==> src/rtl/dda_sequencer.sv <==
// rtl/dda_sequencer.sv - run sequencer that steps a DDA solver and emits decimated samples
module dda_sequencer #(
  parameter int N  = 16,
  parameter int SW = 16
) (
  input  logic          clk,
  input  logic          rst_n,
  input  logic          start,
  input  logic          abort,
  input  logic [SW-1:0] steps,
  input  logic [7:0]    decim,
  output logic          busy,
  output logic          done,
  output logic          dda_en,
  output logic          dda_load_n,
  input  logic [N-1:0]  dda_v1,
  input  logic [N-1:0]  dda_v2,
  output logic [N-1:0]  out_v1,
  output logic [N-1:0]  out_v2,
  output logic [SW-1:0] out_idx,
  output logic          out_valid,
  input  logic          out_ready
);

  typedef enum logic [2:0] {
    S_IDLE,
    S_LOAD,
    S_EMIT,
    S_RUN,
    S_DONE
  } state_t;

  // Output bundle order: {busy, done, dda_en, dda_load_n, out_valid}
  function automatic logic [4:0] outs_of(input state_t s);
    case (s)
      S_LOAD:  outs_of = 5'b10100;
      S_EMIT:  outs_of = 5'b10011;
      S_RUN:   outs_of = 5'b10110;
      S_DONE:  outs_of = 5'b11010;
      default: outs_of = 5'b00010;
    endcase
  endfunction

  state_t        r_state;
  logic [4:0]    r_outs;
  logic [SW-1:0] r_steps;
  logic [SW-1:0] r_step_cnt;
  logic [7:0]    r_decim;
  logic [7:0]    r_sub_cnt;

  logic [SW-1:0] w_step_inc;
  logic [7:0]    w_sub_inc;

  assign w_step_inc = r_step_cnt + SW'(1);
  assign w_sub_inc  = r_sub_cnt + 8'd1;

  assign busy       = r_outs[4];
  assign done       = r_outs[3];
  assign dda_en     = r_outs[2];
  assign dda_load_n = r_outs[1];
  assign out_valid  = r_outs[0];

  // The solver is frozen whenever a sample is presented, so its state feeds the sample port directly
  assign out_v1  = dda_v1;
  assign out_v2  = dda_v2;
  assign out_idx = r_step_cnt;

  // Run sequencing: state, step/decimation counters and registered control outputs move together
  always_ff @(posedge clk) begin
    if (!rst_n) begin
      r_state    <= S_IDLE;
      r_outs     <= outs_of(S_IDLE);
      r_steps    <= '0;
      r_decim    <= '0;
      r_step_cnt <= '0;
      r_sub_cnt  <= '0;
    end else if (abort && (r_state != S_IDLE)) begin
      r_state <= S_IDLE;
      r_outs  <= outs_of(S_IDLE);
    end else begin
      case (r_state)
        S_IDLE: begin
          if (start && !abort) begin
            r_steps    <= steps;
            r_decim    <= (decim == 8'd0) ? 8'd1 : decim;
            r_step_cnt <= '0;
            r_sub_cnt  <= '0;
            r_state    <= S_LOAD;
            r_outs     <= outs_of(S_LOAD);
          end
        end
        S_LOAD: begin
          r_state <= S_EMIT;
          r_outs  <= outs_of(S_EMIT);
        end
        S_EMIT: begin
          // Without out_ready the solver stays frozen, stalling integration
          if (out_ready) begin
            if (r_step_cnt == r_steps) begin
              r_state <= S_DONE;
              r_outs  <= outs_of(S_DONE);
            end else begin
              r_sub_cnt <= '0;
              r_state   <= S_RUN;
              r_outs    <= outs_of(S_RUN);
            end
          end
        end
        S_RUN: begin
          // One Euler step per cycle; the last interval may be shorter than decim
          r_step_cnt <= w_step_inc;
          r_sub_cnt  <= w_sub_inc;
          if ((w_sub_inc == r_decim) || (w_step_inc == r_steps)) begin
            r_state <= S_EMIT;
            r_outs  <= outs_of(S_EMIT);
          end
        end
        S_DONE: begin
          r_state <= S_IDLE;
          r_outs  <= outs_of(S_IDLE);
        end
        default: begin
          r_state <= S_IDLE;
          r_outs  <= outs_of(S_IDLE);
        end
      endcase
    end
  end

endmodule

==> config.mk <==
export PLATFORM = sky130hd
export DESIGN_NAME = dda_sequencer
export DESIGN_NICKNAME = d
export VERILOG_FILES = /design/src/rtl/dda_sequencer.sv
export SDC_FILE = /design/constraint.sdc
export NUM_CORES = 1
export LEC_CHECK = 0
export CAP_MARGIN = 15
export CORE_MARGIN = 2
export CORE_UTILIZATION = 42
export CTS_CLUSTER_SIZE = 28
export DETAILED_ROUTE_END_ITERATION = 10
export PLACE_DENSITY = 0.84
export SLEW_MARGIN = 20
export SYNTH_ARGS = -nofsm -noshare
export SYNTH_HDL_FRONTEND = slang
export SYNTH_SLANG_ARGS = --single-unit
export TNS_END_PERCENT = 30
==> constraint.sdc <==
create_clock -name clk -period 1.8 [get_ports clk]
set_clock_uncertainty 0.05 [all_clocks]
set_input_delay 0.45 -clock clk [delete_from_list [all_inputs] [get_ports clk]]
set_output_delay 0.45 -clock clk [all_outputs]
set_load 0.05 [all_outputs]
==> results_dict.tcl <==
set metrics [dict create \
    viasPerCell 5.65 \
    drt_pass1_iterations 5 \
    yosysUniqueCellTypes 54 \
    worstHoldStart "r_outs[0]$_SDFFE_PP0P_" \
    core_area_um2 7730 \
    setup_tns_ps -3270 \
    slew_viol_final 0 \
    synth_common_cells "72 x nand2_1, 54 x dfxtp_1, 34 x buf_4, 28 x o21ai_0, 26 x a21boi_0" \
    timing.slew.headroom_pct 73.8 \
    grt_pass1_wl_um 16000 \
    syn_area_per_cell_um2 7.87 \
    violations "negative setup slack" \
    synth-main-ff-cell "dfxtp_1" \
    path_class "flip-flop to flip-flop" \
    cts.sinks 54 \
    routed_wl_um 10500 \
    final_util_pct 61.8 \
    rsz0062_at_grt "true" \
    synth.most_common_cell "nand2_1" \
    cts_root_buf "clkbuf_8" \
    rows 32 \
    place_ws_ps -500 \
    grt_antenna_before_repair 0 \
    grt_max_degree 30 \
    fmax_mhz 462 \
    finalSetupViolCount 14 \
    end_kind "flip-flop" \
    cp_slowest_cell "nor4b_4" \
    h-tree-depth 2 \
    power_mw 2.73 \
    crit_arrival_ps 2330 \
    worstReg2RegEnd "r_outs[1]$_SDFFE_PP1P_" \
    final_antenna_net_count 0 \
    final_nets 575 \
    hpwl_um 7000 \
    powerDensity_nw_per_um2 571 \
    nFillCells 614 \
    clock_path_buffers 2 \
    synth_top_area_share_pct 32.4 \
    cellLeakagePower_nw 1.85 \
    syn_nets 487 \
    routabilityCongestion 0.917 \
    port_buffers 49 \
    report.final.hold_viol_count 0 \
    crit_required_ps 1970 \
    drv_cap 0 \
    finalInstanceArea_um2 4770 \
    period_needed_ps 2170 \
    reg2reg_depth 7 \
    final.period_utilization_pct 120 \
    r2r_start "out_idx[12]$_SDFFE_PN0P_" \
    num_vias 3472 \
    routedWlPerCell_um 17.1 \
    synth-seq-cells 54 \
    synth_cells 424 \
    synth_edf_count 0 \
    dpl-instance-area_um2 4410 \
    clk_pin_slew_ps 110 \
    crit_path_cell_trace "nand4_1, nor4b_4, mux2i_1, a21boi_2, o211ai_2, o22ai_4, o31a_1" \
    die_y_um 93.2 \
    synth.cell_area_um2 3340 \
    cts_tree "done" \
    synthArstFlopShare_pct 0 \
    hold_class "flip-flop to flip-flop" \
    layout-drive-gt1-share_pct 34.9 \
    ys_top_cells_by_area "dfxtp_1 32%, nand2_1 8.1%, buf_4 7.6%" \
    grt_use_total_pct 23.0 \
    dieArea_um2 8680 \
    slowest_delay_ps 420 \
    die_w_um 93.2 \
    setup_ws_ps -365 \
    ys_seq_area_share_pct 32.4 \
    stdcell_count 615 \
    dp.cells 601 \
    antenna_cells 0 \
    holdPathEnd "r_outs[0]$_SDFFE_PP0P_" \
    drc 0 \
    tightest_slew_ps 391 \
    cp_max_fo 5 \
    synth.yosys.warnings 0 \
    drt_iter0_markers 357 \
    grt_overflow_total 0 \
    whs_ps 428 \
    cts_made_buffers 5 \
    crit_path_start_kind "flip-flop" \
    ff2ff_setup_slack_ps -370 \
    synth_top_cell_by_area "dfxtp_1" \
    hold_depth 2 \
    initial_core_util_pct 43.2 \
    areaGrowthSynthToFinish_pct 43.0 \
    peakVddDrop_v 0.000302 \
    status "finished with violations" \
    critPathTopFamily "compound AO/OA/AOI/OAI gates" \
    path_buf_inv 0 \
    grt_pass1_vias 3438 \
    io_pins 114 \
    clk_latency_ps 320 \
]
## layout make-up
| type | count | area [um2] | area share (%) |
|---|---|---|---|
| repair buffers | 133 | 1240 | 26.0 |
| clock buffers | 7 | 97.6 | 2.04 |
| clock inverters | 1 | 7.51 | 0.157 |
| multi-input cells | 313 | 2130 | 44.7 |
| inverters | 5 | 18.8 | 0.393 |
| well taps | 102 | 128 | 2.67 |
| flip-flops and latches | 54 | 1150 | 24.0 |
## worst max-delay path by stage
stage                                        start                         to  slack [ps]  depth (start not counted)
after global placement                       abort  r_sub_cnt[2]$_SDFFE_PN0P_        -450                          9
after detailed placement                     abort  r_sub_cnt[2]$_SDFFE_PN0P_        -500                          9
after CTS                  out_idx[2]$_SDFFE_PN0P_     r_outs[1]$_SDFFE_PP1P_        -240                          7
final                     out_idx[12]$_SDFFE_PN0P_     r_outs[1]$_SDFFE_PP1P_        -370                          7
after global routing      out_idx[12]$_SDFFE_PN0P_     r_outs[1]$_SDFFE_PP1P_        -420                          7
after floorplan            out_idx[9]$_SDFFE_PN0P_     r_outs[1]$_SDFFE_PP1P_        -290                          8
## routing by layer
layer  routed length [um]  vias up  global-route usage, %
met5                    0        -                      0
li1                     -     1607                      -
met3                  696       57                   3.55
met4                  488        0                   11.0
met1                 4220     1638                   27.4
met2                 5090      170                   40.4
## registers in the layout, summed over array words and instances (netlist names)
signal / flops
r_sub_cnt: 8
r_steps: 16
r_decim: 8
r_outs: 4
out_idx: 16
r_state: 2
## worst reg2reg max path: stages, from the launching register on
cell and delay (ps):
dfxtp_4 400, nand4_1 220, nor4b_4 420, mux2i_1 310, a21boi_2 100, o211ai_2 190, o22ai_4 130, o31a_1 250
## placed cells by master (no fill, tap or decap), types with 3 or more instances in the layout
cell,n
a21oi_1,15
a21boi_0,25
nand4_1,7
xnor2_1,16
nand2_1,70
nand3b_1,3
nor4b_4,3
nor2_1,21
or3_1,4
nor3_1,5
clkbuf_8,5
o21ai_0,26
xor2_2,3
xnor2_2,5
inv_1,4
o211ai_1,4
buf_6,3
dfxtp_4,15
buf_12,13
dfxtp_1,31
xor2_1,10
and2_1,7
nor2_2,4
clkdlybuf4s50_1,28
a31oi_1,4
nand3_1,10
nand2b_1,7
nor2b_1,6
buf_4,89
mux2i_1,5
dfxtp_2,8
## power breakdown
group	internal [mW]	switching, mW
sequential	1.22	0.0478
combinational	0.317	0.349
clock	0.361	0.430
## logic make-up after synthesis
logic type | after synthesis | share of synthesized area [%]
fa+ha+maj | 2 | 0.750
simple gates | 177 | 27.1
buf+inv | 57 | 10.4
compound gates | 95 | 19.0
mux | 5 | 1.50
xor+xnor | 34 | 8.92
flops | 54 | 32.4
## what timing repair did
action,4_1_cts,5_1_grt
setup buffers,2,4
hold buffers,0,0
pin swaps,4,12
endpoints found under the setup margin,18,42
resized for setup,19,28
Note: power is estimated with default switching activity, not from simulation.
